`config.mk`:
```
export PLATFORM = sky130hd
export DESIGN_NAME = result_drain
export DESIGN_NICKNAME = d
export VERILOG_FILES = /design/src/rtl/result_drain.sv
export SDC_FILE = /design/constraint.sdc
export NUM_CORES = 2
export LEC_CHECK = 0
export BUFFER_PORTS_ARGS = -buffer_cell sky130_fd_sc_hd__buf_2
export CORE_AREA = 2 2 428 430
export DETAILED_ROUTE_END_ITERATION = 10
export DIE_AREA = 0 0 430 432
export GPL_TIMING_DRIVEN = 1
export PLACE_DENSITY = 0.46
export SLEW_MARGIN = 40
export SYNTH_ARGS = -nofsm -noshare
export SYNTH_HDL_FRONTEND = slang
export SYNTH_SLANG_ARGS = --single-unit
```
`constraint.sdc`:
```
create_clock -name clk -period 54.3 [get_ports clk]
set_input_delay 5.43 -clock clk [delete_from_list [all_inputs] [get_ports clk]]
set_output_delay 5.43 -clock clk [all_outputs]
set_load 0.02 [all_outputs]
```
`src/rtl/result_drain.sv`:
```
// Snapshots the per-PE result bus on each accelerator completion and streams it
// to the host as WORD_SIZE-bit words over a valid/ready interface.
module result_drain #(
  parameter int unsigned WORD_SIZE = 64,
  parameter int unsigned NUM_PES   = 64,
  parameter int unsigned BIPOLAR   = 0,
  parameter int unsigned DOT_LEN   = 4096
) (
  input  logic                    clk,
  input  logic                    reset,
  input  logic                    done,
  input  logic [NUM_PES*16-1:0]   results_in,
  output logic                    out_valid,
  input  logic                    out_ready,
  output logic [WORD_SIZE-1:0]    out_data,
  output logic                    out_last,
  output logic                    busy,
  output logic                    overrun
);

  localparam int unsigned R     = WORD_SIZE / 16;
  localparam int unsigned NW    = (NUM_PES + R - 1) / R;
  localparam int unsigned CW    = (NW > 1) ? $clog2(NW) : 1;
  localparam int unsigned NSLOT = 2 ** CW;
  localparam logic [15:0]    DL       = 16'(DOT_LEN);
  localparam logic [CW-1:0]  LAST_IDX = CW'(NW - 1);

  typedef enum logic [0:0] {
    S_IDLE,
    S_SEND
  } state_t;

  state_t               r_state;
  state_t               w_state_nxt;
  logic                 r_done_q;
  logic                 r_overrun;
  logic [CW-1:0]        r_cnt;
  logic [15:0]          r_snap  [NUM_PES];
  logic [15:0]          w_conv  [NUM_PES];
  logic [WORD_SIZE-1:0] w_words [NSLOT];
  logic                 w_done_rise;
  logic                 w_capture;
  logic                 w_xfer;
  logic                 w_last;

  assign w_done_rise = done & ~r_done_q;
  assign w_last      = (r_cnt == LAST_IDX);

  // Bipolar mapping 2*p - DOT_LEN, wrapped to 16 bits.
  always_comb begin
    for (int unsigned i = 0; i < NUM_PES; i++) begin
      w_conv[i] = results_in[i*16 +: 16];
      if (BIPOLAR != 0) begin
        w_conv[i] = {results_in[i*16 +: 15], 1'b0} - DL;
      end
    end
  end

  // Word table padded to a power of two so r_cnt indexes it exactly; slots past NUM_PES read zero.
  always_comb begin
    for (int unsigned w = 0; w < NSLOT; w++) begin
      w_words[w] = '0;
      for (int unsigned j = 0; j < R; j++) begin
        if (w * R + j < NUM_PES) begin
          w_words[w][j*16 +: 16] = r_snap[w * R + j];
        end
      end
    end
  end

  always_comb begin
    w_state_nxt = r_state;
    w_capture   = 1'b0;
    w_xfer      = 1'b0;
    case (r_state)
      S_IDLE: begin
        if (w_done_rise) begin
          w_capture   = 1'b1;
          w_state_nxt = S_SEND;
        end
      end
      S_SEND: begin
        if (out_ready) begin
          w_xfer = 1'b1;
          if (w_last) begin
            w_state_nxt = S_IDLE;
          end
        end
      end
      default: w_state_nxt = S_IDLE;
    endcase
  end

  always_ff @(posedge clk) begin
    if (reset) begin
      r_state   <= S_IDLE;
      r_done_q  <= 1'b0;
      r_overrun <= 1'b0;
      r_cnt     <= '0;
      for (int unsigned i = 0; i < NUM_PES; i++) begin
        r_snap[i] <= '0;
      end
    end else begin
      r_state   <= w_state_nxt;
      r_done_q  <= done;
      r_overrun <= w_done_rise & (r_state == S_SEND);
      if (w_capture) begin
        r_cnt <= '0;
        for (int unsigned i = 0; i < NUM_PES; i++) begin
          r_snap[i] <= w_conv[i];
        end
      end else if (w_xfer && !w_last) begin
        r_cnt <= r_cnt + 1'b1;
      end
    end
  end

  assign out_valid = (r_state == S_SEND);
  assign busy      = out_valid;
  assign out_last  = out_valid & w_last;
  assign out_data  = out_valid ? w_words[r_cnt] : '0;
  assign overrun   = r_overrun;

endmodule
```
Word-level counts from Yosys, hierarchy flattened:

Memory sizes are Yosys's and may differ from the RTL's.
Index checks and enable logic that the tools add are counted.

* output and inout port bits: 68
* word-level logic and storage cells: 161
* memories: 1
* memory bits (writable): 1024
* input port bits: 1028
* flip-flop bits (word level): 7

* bitwise gates (word level): 70
* add/sub/neg operators: 1
* magnitude comparators: 1
* mux-type cells: 80
* equal/unequal tests: 1
* reduce and logical (&&, ||, !) cells: 3

Memories
* r_snap: depth 64, width 16, read ports 64, clocked after memory_dff 0, write ports 64, line 38 `logic [15:0] r_snap [NUM_PES];`

Operators with widths (count)
* 2-to-1 mux 16 bit: 64
* binary-select mux 64 bit (select 4 bit): 1
* 2-to-1 mux 64 bit: 3
* OR 1 bit: 64
* 2-to-1 mux 1 bit: 11
* greater-or-equal comparator 5 bit (second input constant): 1
* NOT 4 -> 5 bit: 1
* adder 4 x 1 -> 4 bit (second input constant): 1
* == test 4 bit (second input constant): 1
* AND 1 bit: 3
* NOT 1 bit: 2
* case mux 1 bit (2 select lines): 1
* OR reduction 2 bit: 1
* logical AND 1 bit: 1
* zero test 1 bit: 1

Logic depth before layout (Yosys ltp):

* depth after elaboration: 8
* gate-level depth with buffers: 7
* gate-level depth less buffers: 4

Least setup slack after synthesis:

Ideal clock, no wire load.

* path kind: input to register
* from: input port done
* to: register r_cnt[2]
* setup slack: -0.986 ns
* cell stages on the path: 3
* arrival: 53.282 ns
* setup time: 2.005 ns
* required time: 52.295 ns
* cells stage by stage: nand2b_1 -> o21bai_1 -> nor3_1

* longest elaborated chain between the ends: 4

Ends and longest elaborated chain
* start: declaration: line 11 `input logic done,`
* AND 1 bit: line 46 `assign w_done_rise = done & ~r_done_q;`
* 2-to-1 mux 1 bit: line 77 `if (w_done_rise) begin`
* 2-to-1 mux 1 bit: line 75 `case (r_state)`
* OR reduction 2 bit (no source line)
* end signal: assignment: line 113 `r_cnt <= r_cnt + 1'b1;`
* end: declaration: line 37 `logic [CW-1:0] r_cnt;`

No other way between the ends.
A chain may end at the register's enable or synchronous reset.

Worst setup path in the final report:

* from: register r_cnt[1]
* to: output port out_data[12]

* longest elaborated chain between the ends: 5

Ends and longest elaborated chain
* NOT 4 -> 5 bit (not written as such): line 121 `assign out_data = out_valid ? w_words[r_cnt] : '0;`
* binary-select mux 64 bit (select 4 bit): line 121
* 2-to-1 mux 64 bit (not written as such) (2 in series): line 121
* 2-to-1 mux 64 bit: line 121
* end: declaration: line 15 `output logic [WORD_SIZE-1:0] out_data,`

No other way between the ends. The select of a mux whose other input is x is not followed.

==> metrics.csv <==
stage,metric,value,unit
layout,fill count,18200,
worst_setup_path,most used cell along the critical path,buf_4,
yosys,Synthesized Nets,3980,
sta,hold_ws,0.578,ns
sta,total negative slack,0,ns
detailed_routing,first-pass iteration count of the detailed router,5,
cts,H-Tree Depth,3,
cts,post-cts resize count,0,
worst_setup_path,worst path bufs/invs,5,
power_and_ir_drop,pwr dens,32.8,nW/um^2
cts,total CTS buffers,118,
worst_setup_path,CP max FO,58,
power_and_ir_drop,internal power,1.47,mW
sta,final critical-path share of the clock period,20.3,%
worst_setup_path,R2R Setup Slk,49.90,ns
global_routing,Tot GR Track Use,17.1,%
detailed_routing,drt drc,0,
sta,Least-Margin Pin Slew,0.938,ns
layout,share of cells above drive strength 1,41.6,%
detailed_routing,drt wl/cell,25.2,um
worst_setup_path,"Arr. time, crit path",5.60,ns
global_routing,initial antenna violation count,120,
sta,post-layout minimum cycle time,11.03,ns
die,Die H,432,um
cts,CTS tree,built,
sta,endpoints failing setup,0,
sta,Final Hold Viols,0,
cts,Post-CTS Setup Bufs,0,
power_and_ir_drop,Switching Power,0.436,mW
die,# rows,157,
power_and_ir_drop,sw frac,22.9,%
worst_setup_path,Worst EP required,48.87,ns
detailed_routing,final WL,164000,um
sta,clk_skew,0.0191,ns
placement,IO buf count,1095,
worst_setup_path,kind of critical path,register to primary output,
cts,"Reg clk slew, reported paths",0.06,ns
global_routing,first-pass GRT wire length,226000,um
global_routing,gr ovfl total,0,
cts,hold buffer count at CTS,0,
cts,clk root buf,clkbuf_16,
cts,clk_lat worst skew,0.76,ns
yosys,"Seq/Total Area, Yosys",67.1,%
die,I/O Pins,1096,
power_and_ir_drop,clock share of power,40.9,%
die,Core Box Area,182000,um^2
power_and_ir_drop,combinational share of power,8.3,%
die,initial core utilization,25.3,%
worst_setup_path,crit start category,register,
worst_setup_path,Critical-path top delay cell,dfxtp_4,
yosys,synthesized cell area,46000,um^2
yosys,Seq cells post-synth,1031,
yosys,Post-Syn Area per Cell,15.6,um^2
power_and_ir_drop,Worst VDD drop,0.0259,mV
power_and_ir_drop,leakage power,22.3,nW
cts,clk buf depth,3,
detailed_routing,ANT nets after route,0,
yosys,cell count after synthesis,2951,
layout,fin nets,5023,
flow_run,maxcap violations,0,
detailed_routing,1st-iter DRT viols,2035,
worst_setup_path,"Cell Chain, Critical Path",buf_6 > buf_4 > buf_4 > buf_4 > mux2_2 > o22ai_1 > o31ai_1 > buf_2,
sta,Slew HR,36.9,%
placement,hpwl dp,117000,um
worst_hold_path,hold crit path type,register to register,
cts,CTS Sinks,1031,
global_routing,largest net degree at the start of global routing,161,
detailed_routing,DR vias/cell,4.51,
worst_setup_path,"slowest stage delay, CP",0.84,ns
worst_setup_path,Worst path top cell family by delay,buffers and inverters,
sta,max-slew violation count,0,
power_and_ir_drop,part of the power in registers,50.7,%
die,Die X,430,um
yosys,Yosys warning count,0,
global_routing,vias in the first global route,30100,
sta,Worst Slack Setup Final,43.27,ns
sta,RSZ-0062 raised after global routing,false,
detailed_routing,DR vias,29300,
die,Die ar.,186000,um^2
yosys,Synth cell types,33,
layout,Area Growth Syn to Fin,26.1,%
placement,pre-CTS WS,43.84,ns
outcome,outcome,finished clean,
sta,fmax,0.0906,GHz
power_and_ir_drop,Overall Power,1.91,mW
placement,RD Place Congestion,0.817,
worst_setup_path,CP Capture Type,primary output,
-- area by class of cell --
type	count	area [um^2]	area share, %
Clock buffer	146	3080	5.31
Timing Repair Buffer	1147	6190	10.7
Sequential cell	1031	30900	53.2
Antenna cell	35	87.6	0.151
Clock inverter	68	593	1.02
Tap cell	2385	2980	5.14
Multi-Input combinational cell	1696	14200	24.5
-- worst paths after layout --
| check | startpoint | end | depth (start not counted) |
|---|---|---|---|
| max reg2reg | busy | r_snap[0][382] | 6 |
| min | r_cnt[3] | r_cnt[3] | 2 |
| max | r_cnt[1] | out_data[12] | 8 |
| min reg2reg | r_cnt[3] | r_cnt[3] | 2 |
-- kinds of logic after synthesis --
family | after synthesis | synth area share, %
muxes | 384 | 12.5
buffers and inverters | 224 | 2.20
DFF | 1031 | 67.1
and+or+nand+nor | 1046 | 14.2
adders and majority gates | 1 | 0.0272
AOI/OAI and AO/OA | 265 | 3.95
-- flip-flops by register name, indices dropped and copies added, names as in the netlist --
name / flops
r_snap: 1024
r_cnt: 4
busy: 1
overrun: 1
r_done_q: 1
-- synthesized netlist by cell type (all sizes together) --
| cell type | number | area [um^2] |
|---|---|---|
| o31ai | 65 | 488 |
| or3b | 1 | 8.76 |
| and3b | 1 | 8.76 |
| nand2b | 4 | 25.0 |
| clkbuf | 147 | 553 |
| edfxtp | 1024 | 30700 |
| a21oi | 3 | 15.0 |
| o21ai | 2 | 10.0 |
| or2 | 1 | 6.26 |
| o21bai | 1 | 7.51 |
| nor2b | 482 | 3020 |
| a31oi | 1 | 6.26 |
| buf | 77 | 458 |
| and3 | 2 | 12.5 |
| nand2 | 2 | 10.0 |
| or3 | 2 | 12.5 |
| mux4 | 128 | 2880 |
| mux2 | 256 | 2880 |
| dfxtp | 7 | 140 |
| and2 | 545 | 3410 |
| a22oi | 64 | 480 |
| ha | 1 | 12.5 |
| o22ai | 128 | 801 |
| nor3b | 2 | 15.0 |
| nor3 | 2 | 15.0 |
| nand3 | 2 | 10.0 |
| a311oi | 1 | 8.76 |
-- per-stage QoR --
stage | std cells | instance area (um^2) | utilization [%]
floorplan | 2951 | 46000 | -
global placement | 6246 | 53900 | 29.7
detailed placement | 6253 | 54100 | 29.8
CTS | 6467 | 57800 | 31.8
global route | 6485 | 58000 | 31.9
finish | 6508 | 58000 | 31.9
-- placed cells by master (no fill, tap or decap), types with 2 or more instances in the layout --
master and n:
dfxtp_1 5, mux2_2 256, clkinv_4 2, nand3_1 2, and2_1 545, a21oi_1 3, inv_6 2, or3_1 2
bufinv_16 10, nor3b_1 2, buf_16 7, o21ai_0 2, nor2b_1 481, nand2b_4 3, buf_2 1094, buf_12 10
diode_2 35, clkinvlp_4 2, mux4_2 128, edfxtp_1 1024, clkinv_8 2, dfxtp_4 2, clkbuf_1 27, clkbuf_16 119
clkinv_2 18, o31ai_1 65, o22ai_1 127, a22oi_1 64, buf_6 12, clkinv_1 32, buf_4 23
-- routing by layer --
layer  vias up  GRT usage, %  part of all wire [%]
met5         -             0                  0.10
met3       382          3.17                   5.3
li1      13100             -                     -
met4        24          4.91                   3.2
met1     14800          21.0                    40
met2      1048          30.5                    51
-- worst reg2reg max path: cells and delay by family, from the launching register on --
family	cells	cell delay [ns]
AOI/OAI and AO/OA	1	0.45
DFF	1	0.56
buffers and inverters	5	2.98
-- power groups by stage --
stage | Clock [mW] | Combinational, mW | Sequential, mW
after global placement | 0 | 0.157 | 0.984
after floorplan | 0 | 0.0884 | 1.02
after detailed placement | 0 | 0.160 | 0.984
after CTS | 0.804 | 0.161 | 0.968
final | 0.780 | 0.159 | 0.967
after global routing | 0.831 | 0.174 | 0.972
Power figures use the tool's default switching activity.
